===== src/rtl/cv32e40x_alignment_buffer.sv =====
// Instruction alignment buffer: issues word fetches, queues response words and presents
// halfword-aligned instructions. Define CV32E40X_ALIGN_BUF_BYPASS_EN for zero-latency response forwarding.
module cv32e40x_alignment_buffer #(
  parameter int DEPTH           = 3,
  parameter int MAX_OUTSTANDING = 2
) (
  input  logic        clk,
  input  logic        rst,
  input  logic        fetch_en_i,
  input  logic        branch_i,
  input  logic [31:0] branch_addr_i,
  output logic        trans_valid_o,
  input  logic        trans_ready_i,
  output logic [31:0] trans_addr_o,
  input  logic        resp_valid_i,
  input  logic [31:0] resp_rdata_i,
  input  logic        resp_err_i,
  output logic        instr_valid_o,
  input  logic        instr_ready_i,
  output logic [31:0] instr_rdata_o,
  output logic [31:0] instr_addr_o,
  output logic        instr_err_o,
  output logic        one_txn_pend_n_o,
  output logic        busy_o
);

  localparam int PW = (DEPTH > 1) ? $clog2(DEPTH) : 1;
  localparam int CW = $clog2(DEPTH + 1);

  typedef enum logic {ALIGNED = 1'b0, MISALIGNED = 1'b1} state_t;

  state_t           state;
  logic [31:0]      mem_data [DEPTH];
  logic [DEPTH-1:0] mem_err;
  logic [PW-1:0]    rptr, wptr, rptr1;
  logic [CW-1:0]    count, outstanding, discard, outstanding_next;
  logic [31:0]      fetch_addr, instr_addr, addr_next;
  logic [31:0]      w0;
  logic [15:0]      w1_lo, h;
  logic             e0, e1;
  logic             resp_take, trans_fire, push, pop, fire, crossed;
  logic             valid_raw, compressed, bypass0;
  logic [31:0]      rdata;
  logic             err;

  function automatic logic [PW-1:0] nxt(input logic [PW-1:0] p);
    return (p == PW'(DEPTH - 1)) ? '0 : p + PW'(1);
  endfunction

  assign rptr1 = nxt(rptr);
  assign w0    = mem_data[rptr];
  assign e0    = mem_err[rptr];
  assign w1_lo = mem_data[rptr1][15:0];
  assign e1    = mem_err[rptr1];

  // Responses only count against transactions issued since the last reset.
  assign resp_take  = resp_valid_i && (outstanding != '0);
  assign trans_valid_o = fetch_en_i && !branch_i
                      && (outstanding < CW'(MAX_OUTSTANDING))
                      && (({1'b0, count} + {1'b0, outstanding}) < (CW+1)'(DEPTH));
  assign trans_addr_o = fetch_addr;
  assign trans_fire   = trans_valid_o && trans_ready_i;

  always_comb begin
    valid_raw  = 1'b0;
    compressed = 1'b0;
    rdata      = '0;
    err        = 1'b0;
    bypass0    = 1'b0;
    h          = w0[31:16];
    if (count != '0) begin
      if (state == ALIGNED) begin
        compressed = (w0[1:0] != 2'b11);
        valid_raw  = 1'b1;
        rdata      = w0;
        err        = e0;
      end else begin
        compressed = (h[1:0] != 2'b11);
        if (e0) begin
          valid_raw = 1'b1;
          err       = 1'b1;
          rdata     = {16'h0, h};
        end else if (compressed) begin
          valid_raw = 1'b1;
          rdata     = {16'h0, h};
        end else if (count > CW'(1)) begin
          valid_raw = 1'b1;
          rdata     = {w1_lo, h};
          err       = e1;
        end
`ifdef CV32E40X_ALIGN_BUF_BYPASS_EN
        else if (resp_take && (discard == '0)) begin
          valid_raw = 1'b1;
          rdata     = {resp_rdata_i[15:0], h};
          err       = resp_err_i;
        end
`endif
      end
    end
`ifdef CV32E40X_ALIGN_BUF_BYPASS_EN
    else if ((state == ALIGNED) && (discard == '0) && resp_take) begin
      compressed = (resp_rdata_i[1:0] != 2'b11);
      valid_raw  = 1'b1;
      rdata      = resp_rdata_i;
      err        = resp_err_i;
      bypass0    = 1'b1;
    end
`endif
  end

  assign instr_valid_o = valid_raw && !branch_i;
  assign instr_rdata_o = rdata;
  assign instr_err_o   = err;
  assign instr_addr_o  = instr_addr;

  // The head word retires once the instruction ends on or runs past its upper boundary.
  assign fire      = instr_valid_o && instr_ready_i;
  assign addr_next = instr_addr + (compressed ? 32'd2 : 32'd4);
  assign crossed   = !compressed || instr_addr[1];
  assign pop       = fire && crossed && !bypass0;
  assign push      = resp_take && (discard == '0) && !branch_i && !(bypass0 && fire && crossed);

  assign outstanding_next = outstanding + CW'(trans_fire) - CW'(resp_take);
  assign one_txn_pend_n_o = (outstanding_next <= CW'(1));
  assign busy_o           = (outstanding != '0);

  always_ff @(posedge clk) begin
    if (rst) begin
      state       <= ALIGNED;
      rptr        <= '0;
      wptr        <= '0;
      count       <= '0;
      outstanding <= '0;
      discard     <= '0;
      fetch_addr  <= '0;
      instr_addr  <= '0;
    end else begin
      outstanding <= outstanding_next;
      if (branch_i) begin
        rptr       <= '0;
        wptr       <= '0;
        count      <= '0;
        discard    <= outstanding - CW'(resp_take);
        fetch_addr <= {branch_addr_i[31:2], 2'b00};
        instr_addr <= branch_addr_i;
        state      <= branch_addr_i[1] ? MISALIGNED : ALIGNED;
      end else begin
        if (trans_fire) fetch_addr <= fetch_addr + 32'd4;
        if (resp_take && (discard != '0)) discard <= discard - CW'(1);
        if (push) wptr <= nxt(wptr);
        if (pop) rptr <= nxt(rptr);
        count <= count + CW'(push) - CW'(pop);
        if (fire) begin
          instr_addr <= addr_next;
          state      <= addr_next[1] ? MISALIGNED : ALIGNED;
        end
      end
    end
  end

  always_ff @(posedge clk) begin
    if (push) begin
      mem_data[wptr] <= resp_rdata_i;
      mem_err[wptr]  <= resp_err_i;
    end
  end

endmodule


===== config.mk =====
export PLATFORM = sky130hd
export DESIGN_NAME = cv32e40x_alignment_buffer
export DESIGN_NICKNAME = d
export VERILOG_FILES = /design/src/rtl/cv32e40x_alignment_buffer.sv
export SDC_FILE = /design/constraint.sdc
export NUM_CORES = 1
export LEC_CHECK = 0
export BUFFER_PORTS_ARGS = -buffer_cell sky130_fd_sc_hd__buf_2
export CAP_MARGIN = 20
export CORE_AREA = 2 2 147 149
export CTS_BUF_LIST = sky130_fd_sc_hd__clkbuf_4 sky130_fd_sc_hd__clkbuf_8 sky130_fd_sc_hd__clkbuf_16
export CTS_CLUSTER_DIAMETER = 50
export DETAILED_ROUTE_END_ITERATION = 12
export DIE_AREA = 0 0 149 151
export SYNTH_ARGS = -nofsm -noshare
export SYNTH_HDL_FRONTEND = slang
export SYNTH_SLANG_ARGS = --single-unit

===== constraint.sdc =====
create_clock -name clk -period 6.8 [get_ports clk]
set_clock_uncertainty 0.15 [all_clocks]
set_input_delay 0 -clock clk [delete_from_list [all_inputs] [get_ports clk]]
set_output_delay 0 -clock clk [all_outputs]
set_load 0.01 [all_outputs]

Word level (Yosys, flattened, before mapping)
Memories as Yosys holds them, arrays and structs flattened. A register that Yosys moved wholly into a read port is not among the register bits.
Cells that the tools add are included.
- word-level logic and storage cells: 98
- bits in writable memories: 96
- flip-flop bits (word level): 78
- bits of input ports: 72
- memories kept: 1
- output and inout port bits: 101
- equal/unequal tests: 4
- order comparisons: 8
- $add $sub $neg: 11
- multiplexer cells: 41
- reduce and logical (&&, ||, !) cells: 23
- memories (memory ; words ; bits a word ; read ports ; clocked after Yosys merged registers in ; wr ports ; RTL line ; text):
    mem_data ; 3 ; 32 ; 2 ; 1 ; 1 ; 33 ; logic [31:0] mem_data [DEPTH];
- operator list (cell ; number):
    32-bit 2-to-1 mux ; 9
    32-bit by 3-bit adder with 32-bit output ; 1
    32-bit by 3-bit adder with 32-bit output (second input constant) ; 1
    1-bit 2-to-1 mux ; 21
    1-bit logical AND ; 12
    2-bit 2-to-1 mux ; 6
    2-bit nonzero test ; 6
    2-bit by 3-bit less-than comparator with 1-bit output (second input constant) ; 3
    2-bit by 1-bit subtractor with 2-bit output ; 3
    2-bit by 1-bit adder with 2-bit output ; 2
    2-bit by 1-bit adder with 2-bit output (second input constant) ; 2
    1-bit binary-select mux with 2-bit select ; 2
    2-bit == test (second input constant) ; 2
    2-bit inequality test (second input constant) ; 2
    2-bit by 2-bit adder with 3-bit output ; 1
    3-bit bitwise mux ; 1
    3-bit by 2-bit less-than comparator with 1-bit output (second input constant) ; 1
    3-bit 2-to-1 mux ; 1
    1-bit demux with 2-bit select ; 1
    2-bit by 1-bit greater-or-equal comparator with 1-bit output (second input constant) ; 1
    2-bit by 1-bit > comparator with 1-bit output (second input constant) ; 1
    2-bit by 1-bit less-or-equal comparator with 1-bit output (second input constant) ; 1
    1-bit logical NOT ; 2
    2-bit logical NOT ; 1
    other kinds (4) ; 4

Longest topological paths before layout
Gate-level depths: netlist of run 1.
- word-level depth: 11
- mapped depth: 16
- mapped depth without buffers: 15

Worst setup path before layout of run 1
OpenSTA, ideal clock, no wires.
- path type: reg2reg
- from: register outstanding[1]
- to: memory mem_data[2][0], enable pin
- path slack: 2.833 ns
- period minus slack after synthesis: 3.967 ns
- buffers on the path: 0
- stages on the path, launching flop included: 5
- setup time: 0.471 ns
- data arrival time: 3.346 ns
- data required time: 6.179 ns
- cells stage by stage: dfxtp_1 > o21ai_0 > inv_1 > nand3_1 > nor3b_1
- longest elaborated chain between the ends: 6
- ends and longest elaborated chain (item ; RTL line ; text):
    from (decl) ; 36 ; logic [CW-1:0] count, outstanding, discard, outstanding_next;
    from (signal assigned) ; 138 ; outstanding <= outstanding_next;
    2-bit nonzero test ; 57 ; assign resp_take = resp_valid_i && (outstanding != '0);
    1-bit logical AND ; 57 ;
    1-bit logical AND (2 in a row) ; 121 ; assign push = resp_take && (discard == '0) && !branch_i && !(bypass0 && fire && crossed);
    1-bit 2-to-1 mux ; 162 ; if (push) begin
    1-bit 2-to-1 mux (not written as such) ; 163 ; mem_data[wptr] <= resp_rdata_i;
    to (decl) ; 33 ;
No other way between the ends.

==> metrics.yaml, run 1 <==
run_status:
  status: "finished clean"
grt:
  grt.overflow.total: 0
  grt_pass1_wl_mm: 37.25
  grt_pass1_vias: 7094
  grt_antenna_before_repair: 0
  grt_max_degree: 76
  grt_usage_pct: 21.32
pwr:
  leakage_nw: 4.092
  powerDensity_mw_per_mm2: 236.0
  ir_drop_v: 0.0001675
detailed_routing:
  vias_per_cell: 5.545
  ant_nets: 0
  drt-initial-drc-count: 563
  wl_mm: 24.32
  drcViolationCount: 0
  vias: 7663
  routedWlPerCell_um: 17.60
  first_pass_iters: 5
cts:
  cts_tree: "built"
  cts_root_buf: "clkbuf_16"
  cts_sinks: 173
  clk_latency_ns: 0.43
  numCtsBuffers: 17
  post-cts-setup-buffers: 0
  cts_hold_buf: 68
  htreeDepth: 4
  clkSlewWorstSetupHoldPaths_ns: 0.08
  cts_resized: 0
  clk_path_buf_depth: 2
setup_path:
  worstSetupEndpointType: "register"
  worstSetupPathDepth: 14
  cp_max_fo: 64
  cp_cell_sequence: "buf_4, mux2i_1, inv_1, nand2_1, o21ai_0, nor2_1, ha_1, inv_1, fa_1, nor2_1, nand3b_1, a2111oi_0, xnor2_1, a211oi_1"
  cp.required_ns: 6.99
  arrival_ns: 4.46
  critical_path_class: "register to register"
  r2r_cells: 14
  start_kind: "register"
  regToRegSetupSlack_ns: 2.53
  cpPeakStageDelay_ns: 0.56
  r2r-end: "instr_addr_o[25]"
  cp_slowest_cell: "a2111oi_0"
  cp_top_family: "simple AND/OR/NAND/NOR gates"
  crit_buf_inv: 3
hold_path:
  holdPathEnd: "trans_addr_o[24]"
  hold_start: "branch_i"
  hold_depth: 4
  hp-class: "primary input to register"
timing:
  setup_ws_ns: 2.526
  maxSlewViolCount: 0
  finalHoldViolations: 0
  setup_tns_ns: 0
  max_slew_margin_pct: 37.32
  worstMarginPinSlew_ns: 0.9402
  fin_crit_sh_pct: 62.85
  fmax_mhz: 234.0
  setup_viol: 0
  post-route-min-period_ns: 4.274
  rsz0062_at_grt: "false"
place:
  place_hpwl_mm: 16.04
  routabilityCongestion: 0.8558
  port_buffers: 170
  dp.cells: 1281
  place_ws_ns: 2.321
final_layout:
  final_nets: 1179
  layout_common_cells: "buf_2 (170), nor2_1 (114), edfxtp_1 (99)"
  stdcell_count: 1382
  area_growth_syn_to_layout_pct: 27.50
  layout_commonest_cell: "buf_2"
  antenna-diode-count: 0
  drive_gt1_share_pct: 22.31
die:
  die_w_um: 149
  die_area_sq_mm: 0.02250
  core_sq_mm: 0.02082
  start_util_pct: 41.76
  pin_count: 173
  rows: 53
  die_h_um: 151
synthesis:
  synth-edff-count: 99
  seq_area_frac_synth_pct: 51.23
  synth_top_area_cell: "edfxtp_1"
  syn_area_sq_mm: 0.008695
  netlist_instances: 880
  synth_area_leaders: "edfxtp_1 (34%), dfxtp_1 (17%), mux2i_1 (5.9%)"
  ys_ff_latch: 173
  yosys_warnings: 0
  synth.avg_cell_area_sq_um: 9.880
  synth_cell_types: 71
  synth_top_cell_area_share_pct: 34.19
  synthArstFlopShare_pct: 0
  ys.flop_type: "edfxtp_1"
job:
  maxCapViolations: 0
how the worst max path moves through the flow:
stage | end | slack [ns]
final | instr_addr_o[25] | 2.53
after global placement | instr_addr_o[25] | 2.50
after floorplan | mem_data[2][0] | 2.83
after global routing | instr_addr_o[25] | 2.08
after detailed placement | instr_addr_o[25] | 2.32
after CTS | instr_addr_o[25] | 2.31
synth_stat cells, drive strengths merged (3+ instances only):
library cell,count
nor2,115
edfxtp,99
nand2,80
dfxtp,74
a21oi,61
o21ai,57
mux2i,51
clkbuf,43
inv,30
a211oi,22
xnor2,20
a22oi,16
a2bb2oi,15
nand3,15
nor3,15
nand4,14
buf,13
or3,13
a311oi,11
ha,11
o211ai,11
a31oi,8
a2111oi,7
and3,7
a222oi,5
mux2,5
or4,5
o31ai,4
or2,4
xor2,4
a21boi,3
and2,3
nor3b,3
nor4,3
state kept, by name, summed over array words and instances, names as in the netlist, named ones only:
signal        count
count             2
discard           2
instr_addr_o     32
mem_data         96
mem_err           3
outstanding       2
rptr              2
trans_addr_o     30
wptr              2
kinds of logic after synthesis:
group	after synthesis	synth area share, %
compound gates	238	18.29
other cells	1	0.04313
mux	56	6.519
buf+inv	87	4.173
fa+ha+maj	13	2.043
flops	173	51.23
simple gates	288	15.28
xor+xnor	24	2.418
final cells by class:
| type | count | area [sq um] |
|---|---|---|
| Clock buffer | 17 | 425.4 |
| Multi-Input combinational cell | 621 | 3897 |
| Sequential cell | 173 | 4457 |
| Inverter | 31 | 123.9 |
| Fill cell | 1905 | 9737 |
| Tap cell | 275 | 344.1 |
| Timing Repair Buffer | 250 | 1642 |
| Clock inverter | 15 | 196.4 |
worst reg2reg max path: cells and delay by family (launching register included):
| kind | cells | cell delay (ns) |
|---|---|---|
| AOI/OAI and AO/OA | 3 | 0.91 |
| xor gates and xnor gates | 1 | 0.12 |
| adders and majority gates | 2 | 0.62 |
| muxes | 1 | 0.42 |
| DFF | 1 | 0.31 |
| and+or+nand+nor | 4 | 0.99 |
| buffers and inverters | 3 | 0.66 |
metrics by stage:
step	hold WS (ns)	power [mW]	instance area [sq um]	util (%)
after floorplan	-0.05113	1.452	8698	-
after global placement	0.05095	1.587	9756	46.85
after detailed placement	0.05258	1.592	9756	46.85
after CTS	0.01383	2.634	11060	53.11
after global routing	0.04323	2.731	11090	53.24
final	0.03363	2.616	11090	53.24
where the power goes:
| part | total (mW) | switching, mW | internal, mW | leakage [nW] |
|---|---|---|---|---|
| registers | 1.22 | 0.0533 | 1.17 | 1.50 |
| logic | 0.379 | 0.214 | 0.165 | 2.29 |
| clock network | 1.02 | 0.479 | 0.537 | 0.302 |
layer usage:
| metal | wire length, um | part of all wire (%) | up-vias | track usage (%) |
|---|---|---|---|---|
| met5 | 0 | 0 | - | 0 |
| met4 | 622 | 2.6 | 0 | 7.571 |
| met3 | 1333 | 5.5 | 42 | 3.675 |
| met2 | 11600 | 48 | 274 | 36.08 |
| met1 | 10760 | 44 | 3669 | 27.64 |
| li1 | - | - | 3678 | - |
(Power assumes the default switching activity.)
==> run 2, diff against run 1 <==
- clock period: 6.8 -> 4.32 ns (I/O delays scaled with it)
==> metrics.yaml, run 2 (same netlist as run 1, synthesis figures left out) <==
die:
  die_w_um: 149
  start_util_pct: 41.76
  core_sq_mm: 0.02082
  rows: 53
  die_area_sq_mm: 0.02250
  die_h_um: 151
  pin_count: 173
place:
  routabilityCongestion: 0.8580
  place_hpwl_mm: 16.46
  placed_area_sq_mm: 0.009797
  dp.cells: 1287
  port_buffers: 170
hold_path:
  hp-class: "primary input to register"
  hold_start: "rst"
  hold_depth: 3
  holdPathEnd: "trans_addr_o[8]"
pwr:
  powerDensity_mw_per_mm2: 368.2
  ir_drop_v: 0.0002764
  leakage_nw: 4.100
  power_mw: 4.083
  clockPowerShare_pct: 38.1
  switchingPower_mw: 1.199
  p_int_mw: 2.884
  switching_share_pct: 29.36
  pwr-share-seq_pct: 47.1
  share_comb_of_total_power_pct: 14.8
final_layout:
  layout_common_cells: "buf_2 (170), nor2_1 (114), edfxtp_1 (99)"
  final_area_sq_mm: 0.01109
  layout_commonest_cell: "buf_2"
  final_util_pct: 53.24
  stdcell_count: 1387
  area_growth_syn_to_layout_pct: 27.51
  top_register: "mem_data"
  largest_reg_flops: 96
  final_nets: 1184
  antenna-diode-count: 0
  drive_gt1_share_pct: 22.48
setup_path:
  start_kind: "register"
  critical_path_class: "register to register"
  r2r-end: "instr_addr_o[25]"
  cp_slowest_cell: "a2111oi_0"
  path_common_cell: "nor2_1"
  arrival_ns: 4.08
  regToRegSetupSlack_ns: 0.45
  cpPeakStageDelay_ns: 0.54
  cp_max_fo: 7
  r2r_cells: 14
  cp_cell_sequence: "mux2_2, o21ai_0, nor2_1, nand2_1, o21ai_0, nor2_1, ha_1, inv_1, fa_1, nor2_1, nand3b_1, a2111oi_0, xnor2_1, a211oi_1"
  worstSetupEndpointType: "register"
  cp.required_ns: 4.53
detailed_routing:
  routedWlPerCell_um: 17.75
  drcViolationCount: 0
  drt-initial-drc-count: 425
  ant_nets: 0
  vias: 7573
  first_pass_iters: 5
  vias_per_cell: 5.460
  wl_mm: 24.62
cts:
  clkSlewWorstSetupHoldPaths_ns: 0.08
  numCtsBuffers: 17
  cts_sinks: 173
  clk_path_buf_depth: 2
  cts_resized: 0
  clk_latency_ns: 0.44
  cts_root_buf: "clkbuf_16"
  cts_tree: "built"
  htreeDepth: 4
timing:
  setup_tns_ns: 0
  fin_crit_sh_pct: 89.52
  fmax_mhz: 258.6
  worstMarginPinSlew_ns: 0.8512
  rsz0062_at_grt: "false"
  post-route-min-period_ns: 3.867
  setup_viol: 0
  max_slew_margin_pct: 43.09
  maxSlewViolCount: 0
  finalHoldViolations: 0
grt:
  grt.overflow.total: 0
  grt_pass1_vias: 7237
  grt_usage_pct: 21.97
  grt_antenna_before_repair: 0
  grt_pass1_wl_mm: 38.29
  grt_max_degree: 63
run_status:
  status: "finished clean"
job:
  maxCapViolations: 0
run 2: stage by stage:
step	setup WS, ns	hold slack, ns
floorplan	0.3526	-0.05113
global placement	0.6194	0.05288
detailed placement	0.4698	0.05240
CTS	0.4467	0.03058
global route	0.08787	0.04709
finish	0.4528	0.03540
run 2: power by group through the flow:
stage               Clock [mW]  Sequential [mW]  Combinational (mW)
finish                    1.56             1.92               0.603
global route              1.64             1.94               0.675
CTS                       1.58             1.92               0.606
detailed placement           0             1.96               0.555
global placement             0             1.96               0.550
floorplan                    0             1.96               0.327
run 2: worst max path at each step:
stage | startpoint | to | slack (ns) | cells past startpoint
5_1_grt | register | instr_addr_o[25] | 0.09 | 14
4_1_cts | register | instr_addr_o[25] | 0.45 | 14
3_5_place_dp | register | instr_addr_o[25] | 0.47 | 14
3_3_place_gp | register | instr_addr_o[25] | 0.62 | 14
2_1_floorplan | outstanding[1] | mem_data[2][0] | 0.35 | 4
6_report | register | instr_addr_o[25] | 0.45 | 14
run 2: per-layer routing:
layer | vias up | share of wire [%] | GRT usage (%) | routed length (um)
met1 | 3607 | 43 | 27.65 | 10510
li1 | 3690 | - | - | -
met2 | 241 | 50 | 38.43 | 12200
met3 | 35 | 5.8 | 4.096 | 1431
met4 | 0 | 1.9 | 6.762 | 477
met5 | - | 0 | 0 | 0
run 2: timing repair:
item / 4_1_cts / 5_1_grt
buffers inserted: 0 / 0
endpoints found under the hold margin: 162 / 0
hold buffers: 68 / 0
run 2: layout make-up:
cell class              instances  area [sq um]
fillers                      1905          9736
inverters                      31         123.9
clock buffers                  17         425.4
repair buffers                255          1659
clock inverters                15         183.9
flip-flops and latches        173          4457
well taps                     275         344.1
multi-input cells             621          3894
run 2: critical path: cells and delay by family (launching register included):
family                   cells  cell delay (ns)
adder cells (fa/ha/maj)      2             0.64
flip-flops                   1             0.35
buffers and inverters        1             0.05
AO/OA/AOI/OAI                4             1.15
multiplexers                 1             0.34
XOR/XNOR                     1             0.11
AND/OR/NAND/NOR              5             1.00
==> run 3, diff against run 2 <==
- MAX_ROUTING_LAYER: not set -> met4
==> metrics.yaml, run 3 (same netlist as run 1, synthesis figures left out) <==
final_layout:
  final_nets: 1184
  stdcell_count: 1387
  fillers: 1905
  top_register: "mem_data"
  final_area_sq_mm: 0.01109
  layout_commonest_cell: "buf_2"
  layout_common_cells: "buf_2 (170), nor2_1 (114), edfxtp_1 (99)"
  area_growth_syn_to_layout_pct: 27.51
  multi_input_area_sq_mm: 0.003894
  regArea_sq_mm: 0.004457
  antenna-diode-count: 0
  largest_reg_flops: 96
  final_util_pct: 53.24
  drive_gt1_share_pct: 22.48
grt:
  grt_pass1_wl_mm: 38.27
  grt_antenna_before_repair: 0
  grt_usage_pct: 22.62
  grt_max_degree: 63
  grt_pass1_vias: 7246
  grt.overflow.total: 0
setup_path:
  cpPeakStageDelay_ns: 0.53
  path_common_cell: "nor2_1"
  arrival_ns: 4.07
  cp_slowest_cell: "a2111oi_0"
  cp_max_fo: 7
  critical_path_class: "register to register"
  r2r-end: "instr_addr_o[25]"
  regToRegSetupSlack_ns: 0.46
  worstSetupPathDepth: 14
  worstSetupEndpointType: "register"
  crit_buf_inv: 1
  endpoint: "instr_addr_o[25]"
  cp_cell_sequence: "mux2_2, o21ai_0, nor2_1, nand2_1, o21ai_0, nor2_1, ha_1, inv_1, fa_1, nor2_1, nand3b_1, a2111oi_0, xnor2_1, a211oi_1"
  r2r_cells: 14
  cp_top_family: "compound AO/OA/AOI/OAI gates"
  start_kind: "register"
  cp.required_ns: 4.53
pwr:
  clockPowerShare_pct: 38.2
  p_int_mw: 2.884
  power_mw: 4.083
  switching_share_pct: 29.37
  share_comb_of_total_power_pct: 14.7
  switchingPower_mw: 1.199
  pwr-share-seq_pct: 47.1
  leakage_nw: 4.100
  powerDensity_mw_per_mm2: 368.3
  ir_drop_v: 0.0002756
hold_path:
  hp-class: "primary input to register"
detailed_routing:
  first_pass_iters: 5
  routedWlPerCell_um: 17.76
  drcViolationCount: 0
  wl_mm: 24.64
  vias: 7549
  drt-initial-drc-count: 427
  ant_nets: 0
  vias_per_cell: 5.443
job:
  maxCapViolations: 0
timing:
  setup_ws_ns: 0.4609
  maxSlewViolCount: 0
  post-route-min-period_ns: 3.859
  fmax_mhz: 259.1
  max_slew_margin_pct: 43.82
  whs_ns: 0.03496
  rsz0062_at_grt: "false"
  fin_crit_sh_pct: 89.33
  worstMarginPinSlew_ns: 0.8403
  setup_viol: 0
  finalHoldViolations: 0
  setup_tns_ns: 0
cts:
  cts_root_buf: "clkbuf_16"
  htreeDepth: 4
  post-cts-setup-buffers: 0
  clk_path_buf_depth: 2
  clkSlewWorstSetupHoldPaths_ns: 0.08
  cts_sinks: 173
  cts_resized: 0
  cts_hold_buf: 68
  numCtsBuffers: 17
  cts_tree: "built"
  clk_latency_ns: 0.44
place:
  routabilityCongestion: 0.8752
  place_hpwl_mm: 16.46
  placed_area_sq_mm: 0.009797
  place_ws_ns: 0.4698
  dp.cells: 1287
  port_buffers: 170
die:
  rows: 53
  die_w_um: 149
  start_util_pct: 41.76
  die_h_um: 151
  die_area_sq_mm: 0.02250
  core_sq_mm: 0.02082
  pin_count: 173
run_status:
  status: "finished clean"
run 3: cell counts in the layout (fill, tap and decap cells not counted):
Identical to the previous run, type by type.
run 3: power groups by stage:
| stage | sequential (mW) | clock, mW | combinational (mW) |
|---|---|---|---|
| after global routing | 1.94 | 1.64 | 0.675 |
| after floorplan | 1.96 | 0 | 0.327 |
| after CTS | 1.92 | 1.58 | 0.606 |
| final | 1.92 | 1.56 | 0.601 |
| after global placement | 1.96 | 0 | 0.550 |
| after detailed placement | 1.96 | 0 | 0.555 |
run 3: final cells by class:
type,instances,area share [%]
Sequential cell,173,40.20
Multi-Input combinational cell,621,35.12
Timing Repair Buffer,255,14.96
Clock buffer,17,3.837
Tap cell,275,3.103
Clock inverter,15,1.659
Inverter,31,1.117
run 3: layer usage:
layer,vias up,global-route usage (%),wire length (um)
li1,3691,-,-
met1,3601,27.71,10660
met2,226,38.43,12340
met3,31,3.675,1238
met4,0,7.333,395
met5,-,-,0
run 3: worst min path at each step:
stage | start | end | slack, ns | depth (start not counted)
floorplan | resp_rdata_i[0] | mem_data[0][0] | -0.05 | 0
global placement | resp_rdata_i[21] | mem_data[2][21] | 0.05 | 1
detailed placement | resp_rdata_i[6] | mem_data[2][6] | 0.05 | 1
CTS | branch_i | trans_addr_o[24] | 0.03 | 4
global route | branch_i | trans_addr_o[24] | 0.05 | 4
finish | rst | trans_addr_o[8] | 0.03 | 3
run 3: worst register-to-register path, cell delays in order (launching register included):
cell,delay [ns]
dfxtp_2,0.35
mux2_2,0.34
o21ai_0,0.29
nor2_1,0.10
nand2_1,0.09
o21ai_0,0.10
nor2_1,0.25
ha_1,0.23
inv_1,0.05
fa_1,0.41
nor2_1,0.27
nand3b_1,0.29
a2111oi_0,0.53
xnor2_1,0.11
a211oi_1,0.22
